$ cat src/rtl/regfile_pkg.sv
// regfile_pkg: shared FSM encoding and depth helper for the clearing 2R1W register file
package regfile_pkg;

    typedef enum logic {
        ST_IDLE  = 1'b0,
        ST_CLEAR = 1'b1
    } state_e;

    function automatic int DEPTH(input int w);
        return 2 ** w;
    endfunction

endpackage

$ cat src/rtl/regfile_clr_seq.sv
// regfile_clr_seq: sweep sequencer that zeroes every entry after reset or on a clear request
module regfile_clr_seq
    import regfile_pkg::*;
#(
    parameter int W = 2
) (
    input  logic         clk,
    input  logic         rst,
    input  logic         clr_req_i,
    output logic         busy_o,
    output logic         clr_start_o,
    output logic         clr_we_o,
    output logic [W-1:0] clr_addr_o
);

    state_e         state_q, state_d;
    logic   [W-1:0] ptr_q, ptr_d;

    always_comb begin
        state_d = state_q;
        ptr_d   = ptr_q;
        if (state_q == ST_CLEAR) begin
            ptr_d   = ptr_q + 1'b1;
            state_d = (ptr_q == W'(DEPTH(W) - 1)) ? ST_IDLE : ST_CLEAR;
        end else if (clr_req_i) begin
            state_d = ST_CLEAR;
            ptr_d   = '0;
        end
    end

    always_ff @(posedge clk) begin
        if (rst) begin
            state_q <= ST_CLEAR;
            ptr_q   <= '0;
        end else begin
            state_q <= state_d;
            ptr_q   <= ptr_d;
        end
    end

    assign busy_o      = state_q == ST_CLEAR;
    assign clr_start_o = (state_q == ST_IDLE) && clr_req_i;
    assign clr_we_o    = busy_o && !rst;
    assign clr_addr_o  = ptr_q;

endmodule

$ cat src/rtl/regfile_2r1w_clr.sv
// regfile_2r1w_clr: 2-read/1-write register file with bypass, optional zero entry and clear sweep
module regfile_2r1w_clr
    import regfile_pkg::*;
#(
    parameter int B       = 8,
    parameter int W       = 2,
    parameter bit R0_ZERO = 1'b0,
    parameter bit BYPASS  = 1'b1
) (
    input  logic         clk,
    input  logic         rst,
    input  logic         wr_en,
    input  logic [W-1:0] w_addr,
    input  logic [B-1:0] w_data,
    input  logic [W-1:0] r0_addr,
    input  logic [W-1:0] r1_addr,
    output logic [B-1:0] r0_data,
    output logic [B-1:0] r1_data,
    input  logic         clr_req,
    output logic         busy,
    output logic         wr_drop
);

    logic [B-1:0] mem_q [DEPTH(W)];
    logic [B-1:0] r0_data_d, r0_data_q, r1_data_d, r1_data_q;
    logic         wr_drop_d, wr_drop_q;
    logic         clr_start, clr_we, wr_ok, wr_eff, rd_zero;
    logic [W-1:0] clr_addr;

    regfile_clr_seq #(.W(W)) u_seq (
        .clk         (clk),
        .rst         (rst),
        .clr_req_i   (clr_req),
        .busy_o      (busy),
        .clr_start_o (clr_start),
        .clr_we_o    (clr_we),
        .clr_addr_o  (clr_addr)
    );

    // the cycle that accepts a clear already counts as busy, so it blocks writes too
    assign wr_ok     = wr_en && !rst && !busy && !clr_start;
    assign wr_eff    = wr_ok && !(R0_ZERO && w_addr == '0);
    assign wr_drop_d = wr_en && !rst && (busy || clr_start);
    assign rd_zero   = rst || busy || clr_start;

    assign r0_data_d = (rd_zero || (R0_ZERO && r0_addr == '0)) ? '0 :
                       (BYPASS && wr_eff && w_addr == r0_addr) ? w_data : mem_q[r0_addr];
    assign r1_data_d = (rd_zero || (R0_ZERO && r1_addr == '0)) ? '0 :
                       (BYPASS && wr_eff && w_addr == r1_addr) ? w_data : mem_q[r1_addr];

    always_ff @(posedge clk) begin
        if (clr_we) begin
            mem_q[clr_addr] <= '0;
        end else if (wr_eff) begin
            mem_q[w_addr] <= w_data;
        end
    end

    always_ff @(posedge clk) begin
        r0_data_q <= r0_data_d;
        r1_data_q <= r1_data_d;
        wr_drop_q <= wr_drop_d;
    end

    assign r0_data = r0_data_q;
    assign r1_data = r1_data_q;
    assign wr_drop = wr_drop_q;

endmodule

$ cat config.mk
export PLATFORM = sky130hd
export DESIGN_NAME = regfile_2r1w_clr
export DESIGN_NICKNAME = d
export VERILOG_FILES = /design/src/rtl/regfile_pkg.sv /design/src/rtl/regfile_clr_seq.sv /design/src/rtl/regfile_2r1w_clr.sv
export SDC_FILE = /design/constraint.sdc
export NUM_CORES = 1
export LEC_CHECK = 0
export BUFFER_PORTS_ARGS = -buffer_cell sky130_fd_sc_hd__buf_4
export CAP_MARGIN = 15
export CORE_UTILIZATION = 50
export CTS_CLUSTER_SIZE = 16
export DETAILED_ROUTE_END_ITERATION = 6
export GPL_TIMING_DRIVEN = 0
export PLACE_DENSITY = 0.72
export SYNTH_ARGS = -nofsm -noshare
export SYNTH_HDL_FRONTEND = slang
export SYNTH_SLANG_ARGS = --single-unit
$ cat constraint.sdc
create_clock -name clk -period 2.3 [get_ports clk]
set_input_delay 0.575 -clock clk [delete_from_list [all_inputs] [get_ports clk]]
set_output_delay 0.575 -clock clk [all_outputs]
set_load 0.02 [all_outputs]
### Word-level counts from Yosys, hierarchy flattened

Memory sizes are Yosys's and may differ from the RTL's. A register that Yosys moved wholly into a read port is not among the register bits.
Cells that the tools add are included.

* flip-flop bits (word level): 4
* bits in writable memories: 32
* bits of input ports: 18
* output and inout bits: 18
* word-level logic and storage cells: 34
* memories kept: 1

* $add $sub $neg: 1
* equal/unequal tests: 1
* muxes and demuxes: 13
* bitwise logic cells: 1
* reduce and logical (&&, ||, !) cells: 14

Memory list
* mem_q: words 4, width 8, read ports 2, clocked after Yosys merged registers in 2, write ports 1, RTL line regfile_2r1w_clr.sv:24 `logic [B-1:0] mem_q [DEPTH(W)];`

Operators by type and width (number)
* 2-to-1 mux 1 bit: 9
* 2-to-1 mux 8 bit: 1
* OR reduction 8 bit: 1
* logical AND 1 bit: 6
* 2-to-1 mux 2 bit: 3
* zero test 1 bit: 3
* logical OR 1 bit: 3
* adder 2 x 1 -> 2 bit, second input constant: 1
* == test 2 bit, second input constant: 1
* nonzero test 2 bit: 1
* inverter 1 bit: 1

### Depth between registers and ports, before layout

* word-level depth: 9
* gate-level depth with buffers: 7
* mapped depth without buffers: 5

### Cells and area by module

Synthesis repeated with hierarchy kept, for this count alone.

* cells, all modules: 173
* area, all modules: 2473.6 µm²

By module, submodules not included
* regfile_2r1w_clr: instances 1, cells an instance 158, area an instance 2332.2 µm², sequential area each 1301.2 µm²
* regfile_clr_seq: instances 1, cells an instance 15, area an instance 141.4 µm², sequential area each 60.1 µm²

### Worst setup path after synthesis

No wires, ideal clock.

* kind: in2reg
* from: input port rst
* to: memory mem_q[0][0] (enable)
* library setup time: 0.370 ns
* arrival: 1.902 ns
* data required time: 1.930 ns
* setup slack: 0.027 ns
* stages: 5
* buffers on the path: 1
* cells stage by stage: nor4b_4 clkbuf_8 mux2i_2 o211ai_1 nor2_1

* longest elaborated chain between the ends: 9
* elaborated cells between the ends (all ways): 13
* classes of those cells: mux: 7; reduce/logical: 6

Ends and longest elaborated chain
* start, declared: RTL line regfile_2r1w_clr.sv:11 `input logic rst,`
* zero test 1 bit *: RTL line regfile_clr_seq.sv:43, regfile_2r1w_clr.sv:41
* logical AND 1 bit (3 in a row): RTL line regfile_2r1w_clr.sv:41 `assign wr_ok = wr_en && !rst && !busy && !clr_start;`
* 2-to-1 mux 1 bit: RTL line regfile_2r1w_clr.sv:54 `end else if (wr_eff) begin`
* 2-to-1 mux 1 bit: RTL line regfile_2r1w_clr.sv:52 `if (clr_we) begin`
* 2-to-1 mux 1 bit (implied by the code): RTL line regfile_2r1w_clr.sv:55 `mem_q[w_addr] <= w_data;`
* OR reduction 8 bit (no line)
* 2-to-1 mux 2 bit (no line) or 2-to-1 mux 1 bit (tied branches)
* end, declared: RTL line regfile_2r1w_clr.sv:24

Mark *: on every way between the ends. The rest lies on a longest branch, timed or not.

### Worst setup path after layout

* from: register u_seq.state_q (netlist: u_seq.busy_o)
* to: memory mem_q[1][6] (enable)

* longest elaborated chain between the ends: 9
* elaborated cells between the ends (all ways): 15
* classes of those cells: mux: 7; bitwise: 1; reduce/logical: 7

Ends and longest elaborated chain
* start, declared: RTL line regfile_clr_seq.sv:16 `state_e state_q, state_d;`
* start signal, assigned: RTL line regfile_clr_seq.sv:36 `state_q <= state_d;`
* inverter 1 bit: RTL line regfile_clr_seq.sv:42 `assign clr_start_o = (state_q == ST_IDLE) && clr_req_i;`
* logical AND 1 bit: RTL line regfile_clr_seq.sv:42
* zero test 1 bit: RTL line regfile_2r1w_clr.sv:41
* logical AND 1 bit: RTL line regfile_2r1w_clr.sv:41
* 2-to-1 mux 1 bit: RTL line regfile_2r1w_clr.sv:54
* 2-to-1 mux 1 bit: RTL line regfile_2r1w_clr.sv:52
* 2-to-1 mux 1 bit (implied by the code): RTL line regfile_2r1w_clr.sv:55
* OR reduction 8 bit (no line)
* 2-to-1 mux 2 bit (no line) or 2-to-1 mux 1 bit (tied branches)

Several ways; a longest one is shown, not always the timed one.

==> out/results.txt <==
CTS tree -> built
Drt first pass iters -> 4
R2r setup slk -> 0.08 ns
Fmax -> 450 MHz
Crit path max-delay cell type -> nor4b_4
Post-synth ARST share -> 0
I/O pins -> 36
Final instance area -> 2800 sq um
Net Sw Power -> 0.422 mW
Cells on worst reg2reg path -> 7
Crit path kind -> flop to flop
Combinational power share -> 0.146
Final min period -> 2.22 ns
Wire per inst -> 17.6 um
Max FO, Critical Path -> 10
# rows -> 24
Adder-Cell Fraction of Synth Area -> 0.00546
Mux share of post-synthesis cell area -> 0.247
Clock Sinks -> 52
Clk slew on worst S/H paths -> 0.08 ns
Final Hold Viols -> 0
Area delta synth->final -> 22.3%
Core Box Area -> 4380 sq um
CTS Buf Count -> 5
Syn Inst Count -> 153
First-pass GRT wire length -> 7.00 mm
Tot Pwr -> 1.83 mW
Number of global-route vias before repair -> 1,403
Clk pwr share -> 0.282
Longest Clk Path Bufs -> 2
Status -> complete, no violations
Synth Area in Simple Gates -> 0.0922
Port bufs -> 31
Routed wire length -> 4.40 mm
Max VDD drop -> 0.000391 V
Synth Cell Area -> 2290 sq um
Cell taking the most area after synthesis -> edfxtp_1
Worst EP arrival -> 2.24 ns
Ys flop type -> edfxtp_1
Total track usage -> 0.194
Largest family of logic cells by synthesized area -> multiplexers
Reg-to-Reg Start -> u_seq.busy_o
Placed cell areas -> 2590 sq um
Crit end category -> flop
Netlist cell types -> 23
Root buffer cell -> clkbuf_8
Fraction of the yosys area taken by sequential cells -> 0.594
Chip width -> 69.7 um
CTS hold repair buffers -> 0
Internal power -> 1.41 mW
Final nets -> 216
Count leader, synth -> edfxtp_1
Post-Syn Nets -> 172
Final GP Congestion -> 0.723
Data required time of the worst path -> 2.32 ns
Fin worst setup slack -> 0.0797 ns
Die area -> 4860 sq um
Later-pin clock latency in the skew report -> 0.30 ns
Leak -> 1.05 nW
Fin Clk Skew -> 0.00631 ns
Xor/xnor cell area share of the yosys netlist -> 0.0153
Crit path launch -> u_seq.busy_o
Worst slew margin -> 0.403
Post-synth EDFFs -> 32
Number of diodes -> 0
Critical Path Sink -> mem_q[1][6]
Post-placement setup slack -> -0.594 ns
Final Setup Violations -> 0
Worst R2R End -> mem_q[1][6]
1st-iter DRT viols -> 108
Vias -> 1,391
Net switching fraction of the power -> 0.230
Ys Warns -> 0
PD cells -> 654 nW/um^2
Top post-synthesis cells by area -> edfxtp_1, dfxtp_1, mux4_2
Sequential power share -> 0.572
Vias per inst -> 5.56
Post-synthesis compound-gate area fraction -> 0.00982
Synth top area share -> 0.419
Yosys reg bits -> 52
ANT nets after route -> 0
Die height -> 69.7 um
Class of the tightest hold or removal check -> input port to flop
Initial antenna violation count -> 0
Period utilization -> 0.965
Synth cell count leaders -> edfxtp_1, nand2_1, dfxtp_1, mux2i_1, mux4_2
Initial core utilization -> 0.523
Flip-flop and latch area -> 1360 sq um
Overflow after GRT -> 0
Syn avg cell area -> 15.0 sq um
Slew Limit Fails -> 0
Filler Cells Inserted -> 336
Layout cells sized above 1 -> 0.389
Multi-input combinational cell area -> 898 sq um
Crit path launch type -> flop
CP peak stage delay -> 0.36 ns
Residual DRC count -> 0
Max Cap Violations -> 0
H-tree levels -> 2
CP Cell Sequence -> clkbuf_8 -> nor4b_4 -> buf_8 -> mux2i_4 -> o211ai_1 -> nor2_4 -> buf_12
Largest net degree at the start of global routing -> 15
Worst slew pin tran -> 0.888 ns
[metrics by stage]
| stage | util | setup TNS [ns] | instances | hold WS, ns |
|---|---|---|---|---|
| after global placement | 0.591 | -20.01 | 236 | 0.555 |
| after CTS | 0.623 | -2.25 | 248 | 0.496 |
| after detailed placement | 0.591 | -22.91 | 236 | 0.562 |
| final | 0.640 | 0 | 250 | 0.498 |
| after floorplan | - | 0 | 153 | 0.530 |
| after global routing | 0.640 | -0.0834 | 250 | 0.514 |
[worst max-delay path, delay by kind of cell, from the launching register on]
family	cells	cell delay, ns
simple gates	2	0.55
flops	1	0.33
compound gates	1	0.25
mux	1	0.30
buf+inv	3	0.52
[registers in the layout, summed over array words and instances, names as in the netlist]
register / flops
mem_q: 32
r0_data: 8
r1_data: 8
u_seq.busy_o: 1
u_seq.clr_addr_o: 2
wr_drop: 1
[cell usage in the layout (no fill, tap or decap)]
| master | count |
|---|---|
| a21oi_1 | 2 |
| buf_12 | 2 |
| buf_2 | 4 |
| buf_4 | 35 |
| buf_8 | 1 |
| clkbuf_1 | 3 |
| clkbuf_8 | 7 |
| dfxtp_1 | 20 |
| edfxtp_1 | 32 |
| ha_1 | 1 |
| inv_1 | 9 |
| mux2_2 | 1 |
| mux2i_1 | 17 |
| mux2i_4 | 2 |
| mux4_2 | 16 |
| nand2_1 | 24 |
| nor2_1 | 3 |
| nor2_4 | 4 |
| nor2b_1 | 1 |
| nor3_1 | 1 |
| nor3_4 | 2 |
| nor3b_1 | 2 |
| nor4b_4 | 1 |
| o211ai_1 | 1 |
| o21ai_0 | 1 |
| or2_2 | 2 |
| xnor2_1 | 4 |
[routing by layer]
layer  routed length, um  share of wire  vias to the layer above  GRT usage
met5                   0              0                        -          0
met4                  62          0.014                        0     0.0756
met3                 189          0.043                        7     0.0392
met2                2370           0.54                       37      0.347
met1                1780           0.40                      700      0.231
li1                    -              -                      647          -
[worst min path at each step]
stage	startpoint	slack, ns	cells past startpoint	end
finish	rst	0.50	2	u_seq.clr_addr_o[0]
detailed placement	u_seq.clr_addr_o[0]	0.56	2	u_seq.clr_addr_o[0]
global placement	u_seq.clr_addr_o[0]	0.56	2	u_seq.clr_addr_o[0]
CTS	rst	0.50	2	u_seq.clr_addr_o[0]
global route	rst	0.51	2	u_seq.clr_addr_o[0]
floorplan	u_seq.clr_addr_o[0]	0.53	2	u_seq.clr_addr_o[0]
[final cells by class]
class                      count  area share
inverter                       9      0.0120
timing repair buffer          37       0.108
tap                           52      0.0232
clock buffer                   8      0.0321
multi-input combinational     85       0.320
buffer                         7      0.0187
sequential                    52       0.485
[power by group through the flow]
stage	clock network, mW	registers (mW)	logic, mW
after CTS	0.526	1.05	0.243
after detailed placement	0	1.07	0.227
final	0.518	1.05	0.268
after floorplan	0	1.07	0.157
after global routing	0.559	1.05	0.286
after global placement	0	1.07	0.222
[cells by family (layout without fill, tap and decap cells)]
| kind of cell | after synthesis | count (layout) |
|---|---|---|
| muxes | 36 | 36 |
| buffers and inverters | 16 | 61 |
| DFF | 52 | 52 |
| xor gates and xnor gates | 4 | 4 |
| and+or+nand+nor | 40 | 40 |
| adders and majority gates | 1 | 1 |
| AOI/OAI and AO/OA | 4 | 4 |
[repair_timing]
| action | CTS | global route |
|---|---|---|
| pin swaps | 2 | 4 |
| cloned | 0 | 0 |
| setup buffers | 4 | 2 |
| endpoints found under the setup margin | 48 | 32 |
| resized for setup | 6 | 6 |
Note: power is estimated with default switching activity, not from simulation.
